===== src/rtl/cdc_sync_filter.sv =====
// ---------------------------------------------------------------------------
// cdc_sync_filter
//   Receive-side synchroniser for WIDTH independent asynchronous single-bit
//   signals entering the clk domain. Each channel runs through a STAGES-deep
//   flop chain. An optional glitch filter then requires FILT_CYCLES consecutive
//   differing cycles before the output level follows. Each channel also has
//   one-cycle rise and fall pulse outputs.
//
//   Optional feature macro: SYNC_GLITCH_FILTER_EN
//     defined   : per-channel filter counters plus a saturating glitch counter.
//     undefined : o_data follows the last sync stage every cycle.
//                 o_glitch_cnt is tied to 0, and i_cnt_clr and FILT_CYCLES
//                 are unused.
//
// Ports
//   clk          in   1      receiving clock
//   rst          in   1      synchronous reset, active-high
//   i_data       in   WIDTH  asynchronous inputs, no timing relation to clk
//   i_cnt_clr    in   1      synchronous clear of o_glitch_cnt
//   o_data       out  WIDTH  synchronised (filtered) level per channel
//   o_rise       out  WIDTH  1-cycle pulse on o_data[n] 0->1
//   o_fall       out  WIDTH  1-cycle pulse on o_data[n] 1->0
//   o_glitch_cnt out  CNT_W  saturating count of cycles with a rejected glitch
// ---------------------------------------------------------------------------
module cdc_sync_filter #(
  parameter int WIDTH       = 8,
  parameter int STAGES      = 2,
  parameter int FILT_CYCLES = 4,
  parameter int CNT_W       = 8
) (
  input  logic             clk,
  input  logic             rst,
  input  logic [WIDTH-1:0] i_data,
  input  logic             i_cnt_clr,
  output logic [WIDTH-1:0] o_data,
  output logic [WIDTH-1:0] o_rise,
  output logic [WIDTH-1:0] o_fall,
  output logic [CNT_W-1:0] o_glitch_cnt
);

  // Bit 0 of each chain is the only flop that samples i_data. The path into
  // it is a false path. No logic sits between the chain flops.
  (* ASYNC_REG = "TRUE" *) logic [STAGES-1:0] sync_q [WIDTH];

  logic [WIDTH-1:0] s;       // last synchroniser stage per channel
  logic [WIDTH-1:0] commit;  // o_data[n] takes s[n] at this edge

  // NOTE: the chain is an array of flops, but it is still reset explicitly so
  // that in-flight values are discarded and no stale edge emerges after reset.
  always_ff @(posedge clk) begin
    // NOTE: sequential state uses non-blocking assignments only, so every flop
    // samples pre-edge values regardless of statement order.
    if (rst) begin
      for (int n = 0; n < WIDTH; n++) sync_q[n] <= '0;
    end else begin
      for (int n = 0; n < WIDTH; n++) sync_q[n] <= {sync_q[n][STAGES-2:0], i_data[n]};
    end
  end

  always_comb begin
    // NOTE: every always_comb output gets a default first, so no path can
    // leave it unassigned and infer a latch.
    s = '0;
    for (int n = 0; n < WIDTH; n++) s[n] = sync_q[n][STAGES-1];
  end

`ifdef SYNC_GLITCH_FILTER_EN
  localparam int               FC_W    = $clog2(FILT_CYCLES) + 1;
  localparam logic [FC_W-1:0]  FC_LAST = FC_W'(FILT_CYCLES - 1);

  logic [FC_W-1:0]  fc_q [WIDTH];
  logic [WIDTH-1:0] abort;    // a run in progress fell back to o_data

  always_comb begin
    commit = '0;
    abort  = '0;
    for (int n = 0; n < WIDTH; n++) begin
      if (s[n] != o_data[n]) commit[n] = (fc_q[n] == FC_LAST);
      else                   abort[n]  = (fc_q[n] != '0);
    end
  end

  always_ff @(posedge clk) begin
    if (rst) begin
      for (int n = 0; n < WIDTH; n++) fc_q[n] <= '0;
    end else begin
      for (int n = 0; n < WIDTH; n++) begin
        if (s[n] == o_data[n] || fc_q[n] == FC_LAST) fc_q[n] <= '0;
        else                                         fc_q[n] <= fc_q[n] + 1'b1;
      end
    end
  end

  // One increment per cycle, however many channels abort in that cycle.
  // The clear wins over a same-cycle increment.
  always_ff @(posedge clk) begin
    if (rst || i_cnt_clr)                   o_glitch_cnt <= '0;
    else if (|abort && o_glitch_cnt != '1)  o_glitch_cnt <= o_glitch_cnt + 1'b1;
  end
`else
  // Without the filter, o_data tracks s with one cycle of delay.
  assign commit       = s ^ o_data;
  assign o_glitch_cnt = '0;

  logic unused_cfg;
  assign unused_cfg = ^{i_cnt_clr, FILT_CYCLES[0]};
`endif

  // The pulses come from the same commit as the level change, so rise and
  // fall on one channel are mutually exclusive.
  always_ff @(posedge clk) begin
    if (rst) begin
      o_data <= '0;
      o_rise <= '0;
      o_fall <= '0;
    end else begin
      o_data <= o_data ^ commit;
      o_rise <= commit & s;
      o_fall <= commit & ~s;
    end
  end

endmodule

===== config.mk =====
export PLATFORM = sky130hd
export DESIGN_NAME = cdc_sync_filter
export DESIGN_NICKNAME = d
export VERILOG_FILES = /design/src/rtl/cdc_sync_filter.sv
export SDC_FILE = /design/constraint.sdc
export NUM_CORES = 1
export LEC_CHECK = 0
export CORE_ASPECT_RATIO = 2
export CORE_MARGIN = 2
export CORE_UTILIZATION = 40
export CTS_CLUSTER_DIAMETER = 120
export CTS_CLUSTER_SIZE = 12
export DETAILED_ROUTE_END_ITERATION = 8
export MAX_ROUTING_LAYER = met4
export PLACE_DENSITY = 0.69
export SLEW_MARGIN = 20
export SYNTH_ARGS = -nofsm -noshare
export SYNTH_HDL_FRONTEND = slang
export SYNTH_SLANG_ARGS = --single-unit
export TNS_END_PERCENT = 50

===== constraint.sdc =====
create_clock -name clk -period 2.1 [get_ports clk]
set_clock_uncertainty 0.2 [all_clocks]
set_input_delay 0.21 -clock clk [delete_from_list [all_inputs] [get_ports clk]]
set_output_delay 0.21 -clock clk [all_outputs]
set_load 0.01 [all_outputs]

Yosys cells after proc, flatten, opt, wreduce, memory -nomap -nowiden
Memories as Yosys holds them, arrays and structs flattened. Cells that the tools add are included.

Muxes and demuxes: 11. Bitwise operators: 13.

Operators with widths (count): $and A8 B8 Y8 (2); $mux W2 (8); $xor A8 B8 Y8 (2); $not A8 Y8 (1); $or A1 B1 Y1 (8); $mux W1 (3).

Flip-flop bits (word level): 24. Memory bits (writable): 16. Bits of input ports: 11. Output and inout bits: 32. Memories: 1.

Memory list: sync_q (depth 8, width 2, rd ports 8, clocked after memory_dff 0, wr ports 8, RTL line 43) `(* ASYNC_REG = "TRUE" *) logic [STAGES-1:0] sync_q [WIDTH];`.

Depth between registers and ports, before layout
Gate-level depths: netlist of run 1.

Depth after elaboration: 3. Gate-level depth with buffers: 4. Depth with buffers taken out: 4.

Worst setup path before layout of run 1
No wires, ideal clock.

Path kind: register -> register. Start: register o_data[1]. End: register o_data[1]. Arrival: 0.940 ns. Data required time: 1.783 ns. Slack: 0.843 ns. Stages on the path, launching flop included: 5. Buffers on the path: 0. Period minus slack after synthesis: 1.257 ns. Cells stage by stage: dfxtp_1 inv_1 ha_1 xor2_1 nor2_1.

Word-level cells in the longest chain between the ends: 2.

Ends and longest elaborated chain: start, declared (RTL line 35) `output logic [WIDTH-1:0] o_data,`; start signal, assigned (RTL line 117) `o_data <= o_data ^ commit;`; $xor A8 B8 Y8 (RTL line 102) `assign commit = s ^ o_data;`; $xor A8 B8 Y8 (*) (RTL line 117).

Mark *: on every way between the ends. The rest lies on a longest branch, timed or not. A chain may end at the register's enable or synchronous reset.

Worst setup path after layout of run 1
Start: register o_data[4]. End: output o_data[4].

No word-level cell between the ends.

==> run_results.csv, run 1 <==
group,metric,value,unit
status,outcome,"completed",
global_route,grt_pass1_vias,866,
clock_network,clock-sinks,40,
clock_network,cts_setup_buffers,0,
global_route,grt_start_max_net_pins,41,
synth,ys_ff_latch,40,
synth,synth_edf_count,0,
pwr,power_density,975,nW/um2
die,die_w,46.5,um
global_route,track_usage,11.4,%
pwr,ir_drop,0.427,mV
global_route,globalRouteOverflowTotal,0,
final_layout,seqCellArea,801,um2
drt,via_count,882,
pwr,p_leak,0.000779,uW
worst_setup_path,worstPathRequired,1.69,ns
synth,yosys.area.top_type,"dfxtp_1",
synth,synth.area.top_cells,"dfxtp_1 (55%), ha_1 (14%), nor2b_1 (14%)",
worst_setup_path,cp_max_fo,4,
pwr,power_frac_seq,50.9,%
clock_network,cts_made_buffers,5,
pwr,switchingPower,484,uW
sta,grt_setup_unrepaired,"false",
worst_setup_path,worst_ep_arrival_time,1.24,ns
die,start_util,42.3,%
die,num_io_pins,43,
final_layout,multi_input_area,531,um2
worst_setup_path,worst_setup_path_start_kind,"register",
pwr,power_frac_clock,24.9,%
final_layout,nFillCells,317,
placement,hpwl,1430,um
final_layout,drive_above_1_share,4.14,%
sta,max_freq,0.605,GHz
drt,wl_per_cell,8.72,um
drt,routed_wl,1890,um
final_layout,fin_nets,196,
drt,drtPass1Iterations,4,
run,maxCapViolCount,0,
clock_network,post_cts_resized,0,
drt,drtIter0Drc,12,
synth,ys.flop_type,"dfxtp_1",
worst_setup_path,end_kind,"output pin",
synth,synthTopCellsByCount,"dfxtp_1 (40), nor2b_1 (32), ha_1 (16), inv_1 (16)",
drt,drcViolationCount,0,
clock_network,cts_buffer_depth,2,
clock_network,htree_levels,2,
die,core,3420,um2
sta,hold_violations,0,
worst_setup_path,path_buf_inv,1,
pwr,p_comb_share,24.2,%
drt,antenna_violating_nets_post_route,0,
sta,setup_violations,0,
clock_network,cts_tree,"built",
pwr,intPower,1340,uW
worst_setup_path,worstSetupPathType,"reg -> out",
worst_setup_path,cp_cell_sequence,"clkdlybuf4s50_1",
global_route,grt_first_pass_wirelength,3240,um
synth,yosysWarningCount,0,
synth,synth_cells,133,
placement,port_buffers,33,
sta,finalCriticalPeriod,1.65,ns
synth,async_reset_ff_share,0,%
sta,tns,0,ns
pwr,p_total,1820,uW
hold_path,hold_class,"reg -> reg",
synth,synth.most_common_cell,"dfxtp_1",
sta,hold_ws,0.233,ns
die,die_area,4140,um2
placement,gp_congestion,0.660,
worst_setup_path,path_delay_family,"buffers and inverters",
clock_network,root_buffer,"clkbuf_8",
global_route,grt_antenna_before_repair,0,
clock_network,clock_latency,0.28,ns
final_layout,syn_to_final_growth,29.2,%
worst_setup_path,cp_slowest_stage_delay,0.56,ns
pwr,switching_share,26.6,%
sta,post-route-period-util,78.8,%
synth,synth_seq_area_share,55.4,%
sta,drv_slew,0,
die,num_rows,30,
worst_setup_path,crit_path_top_delay_cell,"clkdlybuf4s50_1",
die,fp.dieH,89,um
clock_network,holdBufCountCts,0,
synth,ys_types,9,
synth,synth_top_area_share,55.4,%
synth,avgSynthCellArea,10.9,um2
clock_network,cts.reportedPaths.clkPinSlew,0.07,ns
synth,synth_area,1450,um2
final_layout,num_antenna_cells,0,
drt,vias_per_cell,4.06,
stage by stage:
| step | cells | area [um2] | setup WS (ns) | utilization [%] |
|---|---|---|---|---|
| CTS | 217 | 1870 | 0.429 | 54.7 |
| global placement | 210 | 1790 | 0.677 | 52.4 |
| floorplan | 140 | 1470 | 0.843 | - |
| global route | 217 | 1870 | 0.384 | 54.7 |
| finish | 217 | 1870 | 0.446 | 54.7 |
| detailed placement | 210 | 1790 | 0.627 | 52.4 |
worst paths after layout:
| path | start | endpoint | slack, ns | cells past startpoint |
|---|---|---|---|---|
| max | o_data[4]$_SDFF_PP0_ | o_data[4] | 0.45 | 1 |
| min | sync_q[0][2]$_SDFF_PP0_ | sync_q[0][3]$_SDFF_PP0_ | 0.23 | 1 |
| max reg2reg | o_data[4]$_SDFF_PP0_ | o_data[4]$_SDFF_PP0_ | 0.76 | 4 |
| min reg2reg | sync_q[0][2]$_SDFF_PP0_ | sync_q[0][3]$_SDFF_PP0_ | 0.23 | 1 |
power groups by stage:
stage | clock, uW | sequential (uW) | combinational (uW)
after CTS | 472 | 928 | 452
after global placement | 0 | 936 | 421
after global routing | 507 | 940 | 497
final | 453 | 926 | 441
after floorplan | 0 | 974 | 210
after detailed placement | 0 | 945 | 448
logic make-up after synthesis:
logic type                 synth area share, %
other                                    0.259
DFF                                       55.4
xor gates and xnor gates                  4.85
buffers and inverters                     9.70
and+or+nand+nor                           15.9
adders and majority gates                 13.9
sequential cells by signal, summed over array words and instances, names as in the netlist:
register  cells
o_data        8
o_fall        8
o_rise        8
sync_q       16
routing by layer:
| metal | up-vias | part of all wire, % | track usage [%] | wire length (um) |
|---|---|---|---|---|
| met5 | - | 0 | - | 0 |
| met4 | 0 | 3.2 | 7.79 | 61 |
| met3 | 6 | 5.4 | 3.64 | 103 |
| met2 | 25 | 58 | 20.1 | 1100 |
| met1 | 407 | 33 | 9.37 | 624 |
| li1 | 444 | - | - | - |
area by class of cell:
type / count / area share (%)
clock buffer: 6 / 3.89
clock inverter: 1 / 0.268
inverter: 16 / 3.22
multi-input combinational: 72 / 28.4
sequential: 40 / 42.9
tap: 48 / 3.22
timing repair buffer: 34 / 18.1
placed cells by master (no fill, tap or decap):
master,synthesis,layout
nor2_1,8,8
buf_4,8,1
inv_1,16,16
nor2b_1,32,32
clkinv_2,0,1
clkbuf_1,0,1
clkbuf_8,0,5
conb_1,1,8
dfxtp_1,40,40
clkdlybuf4s50_1,0,33
xor2_1,8,8
ha_1,16,16
(Power assumes the default switching activity.)
==> inputs of run 2 (changes only) <==
--- a/config.mk
+++ b/config.mk
@@ -12,7 +12,7 @@
 export CTS_CLUSTER_SIZE = 12
 export DETAILED_ROUTE_END_ITERATION = 8
 export MAX_ROUTING_LAYER = met4
-export PLACE_DENSITY = 0.69
+export PLACE_DENSITY = 0.71
 export SLEW_MARGIN = 20
 export SYNTH_ARGS = -nofsm -noshare
 export SYNTH_HDL_FRONTEND = slang
==> constraint.sdc (replaced) <==
create_clock -name clk -period 1.3 [get_ports clk]
set_clock_uncertainty 0.2 [all_clocks]
set_input_delay 0.13 -clock clk [delete_from_list [all_inputs] [get_ports clk]]
set_output_delay 0.13 -clock clk [all_outputs]
set_load 0.01 [all_outputs]
==> run_results.csv, run 2 (synthesis gave the netlist of run 1 again) <==
group,metric,value,unit
status,outcome,"completed",
drt,drtIter0Drc,7,
pwr,power_frac_seq,51.4,%
worst_setup_path,cp_max_fo,4,
final_layout,num_antenna_cells,0,
sta,tns,0,ns
clock_network,cts.reportedPaths.clkPinSlew,0.07,ns
drt,drtPass1Iterations,2,
drt,wl_per_cell,8.61,um
global_route,globalRouteOverflowTotal,0,
die,core,3420,um2
final_layout,final_cell_mix,"dfxtp_1 (34), nor2b_1 (32), dlygate4sd2_1 (20)",
pwr,power_density,1550,nW/um2
global_route,grt_antenna_before_repair,0,
pwr,p_total,2910,uW
placement,hpwl,1440,um
pwr,p_leak,0.000887,uW
worst_setup_path,end_kind,"output pin",
worst_setup_path,path_buf_inv,1,
final_layout,largest_reg_flops,16,
worst_setup_path,worstSetupPathType,"reg -> out",
pwr,switchingPower,789,uW
clock_network,root_buffer,"clkbuf_8",
drt,vias_per_cell,4.03,
worst_setup_path,crit_path_top_delay_cell,"dfxtp_2",
die,die_area,4140,um2
worst_setup_path,cp_cell_sequence,"dlygate4sd2_1",
pwr,power_frac_clock,25.4,%
worst_setup_path,worstPathRequired,0.97,ns
pwr,ir_drop,0.947,mV
clock_network,holdBufCountCts,0,
die,num_rows,30,
sta,grt_setup_unrepaired,"false",
die,num_io_pins,43,
worst_setup_path,worst_ep_arrival_time,0.91,ns
worst_setup_path,worst_setup_path_start_kind,"register",
clock_network,htree_levels,2,
clock_network,cts_tree,"built",
sta,max_freq,0.804,GHz
sta,setup_violations,0,
sta,drv_slew,0,
worst_setup_path,path_delay_family,"flip-flops",
pwr,p_comb_share,23.1,%
final_layout,drive_above_1_share,8.77,%
drt,via_count,882,
drt,drcViolationCount,0,
global_route,grt_pass1_vias,832,
sta,hold_violations,0,
sta,finalCriticalPeriod,1.24,ns
placement,port_buffers,33,
final_layout,largest_register,"sync_q",
clock_network,cts_made_buffers,5,
placement,gp_congestion,0.700,
drt,routed_wl,1890,um
hold_path,hold_class,"in -> reg",
final_layout,fin_nets,198,
worst_setup_path,cp_slowest_stage_delay,0.36,ns
clock_network,clock-sinks,40,
drt,antenna_violating_nets_post_route,0,
clock_network,clock_latency,0.28,ns
final_layout,syn_to_final_growth,30.0,%
pwr,switching_share,27.1,%
global_route,grt_start_max_net_pins,41,
die,start_util,42.3,%
die,fp.dieH,89,um
sta,post-route-period-util,95.6,%
clock_network,cts_buffer_depth,2,
global_route,track_usage,11.8,%
pwr,intPower,2120,uW
die,die_w,46.5,um
final_layout,final_common_cell,"dfxtp_1",
run,maxCapViolCount,0,
global_route,grt_first_pass_wirelength,3270,um
## run 2: final timing paths
check / startpoint / end / slack (ns) / cells after the start
setup / recovery: o_data[3]$_SDFF_PP0_ / o_data[3] / 0.06 / 1
hold / removal: i_data[3] / sync_q[0][6]$_SDFF_PP0_ / 0.19 / 2
setup reg to reg: o_data[6]$_SDFF_PP0_ / o_data[6]$_SDFF_PP0_ / 0.07 / 4
hold reg to reg: sync_q[1][0]$_SDFF_PP0_ / sync_q[1][1]$_SDFF_PP0_ / 0.23 / 1
## run 2: power by group through the flow
stage / combinational [uW] / sequential (uW) / clock, uW
final: 674 / 1500 / 741
after floorplan: 340 / 1570 / 0
after detailed placement: 766 / 1520 / 0
after CTS: 691 / 1490 / 779
after global routing: 767 / 1530 / 824
after global placement: 719 / 1500 / 0
## run 2: layer usage
metal / GRT usage, % / routed length [um] / up-vias
li1: - / - / 444
met1: 9.99 / 631 / 404
met2: 19.9 / 1080 / 28
met3: 4.24 / 116 / 6
met4: 8.57 / 57 / 0
met5: - / 0 / -
## run 2: layout make-up
cell class,count,area [um2]
Timing Repair Buffer,36,340
Tap cell,48,60.1
Inverter,16,60.1
Sequential cell,40,811
Multi-Input combinational cell,72,531
Clock inverter,1,5.00
Fill cell,309,1540
Clock buffer,6,72.6
## run 2: what timing repair did
item | 4_1_cts | 5_1_grt
cloned | 0 | 0
endpoints found under the setup margin | 24 | 7
buffers inserted | 0 | 0
gates resized for setup | 30 | 5
pin swaps | 0 | 1
## run 2: metrics by stage
step	setup slack (ns)	hold slack (ns)	cells	instance area [um2]	util, %
after floorplan	0.0426	0.0582	140	1470	-
after global routing	0.00295	0.183	219	1880	55.0
after detailed placement	0.0111	0.220	212	1820	53.2
after CTS	0.000317	0.181	219	1870	54.8
final	0.0566	0.193	219	1880	55.0
after global placement	0.0438	0.217	212	1820	53.2
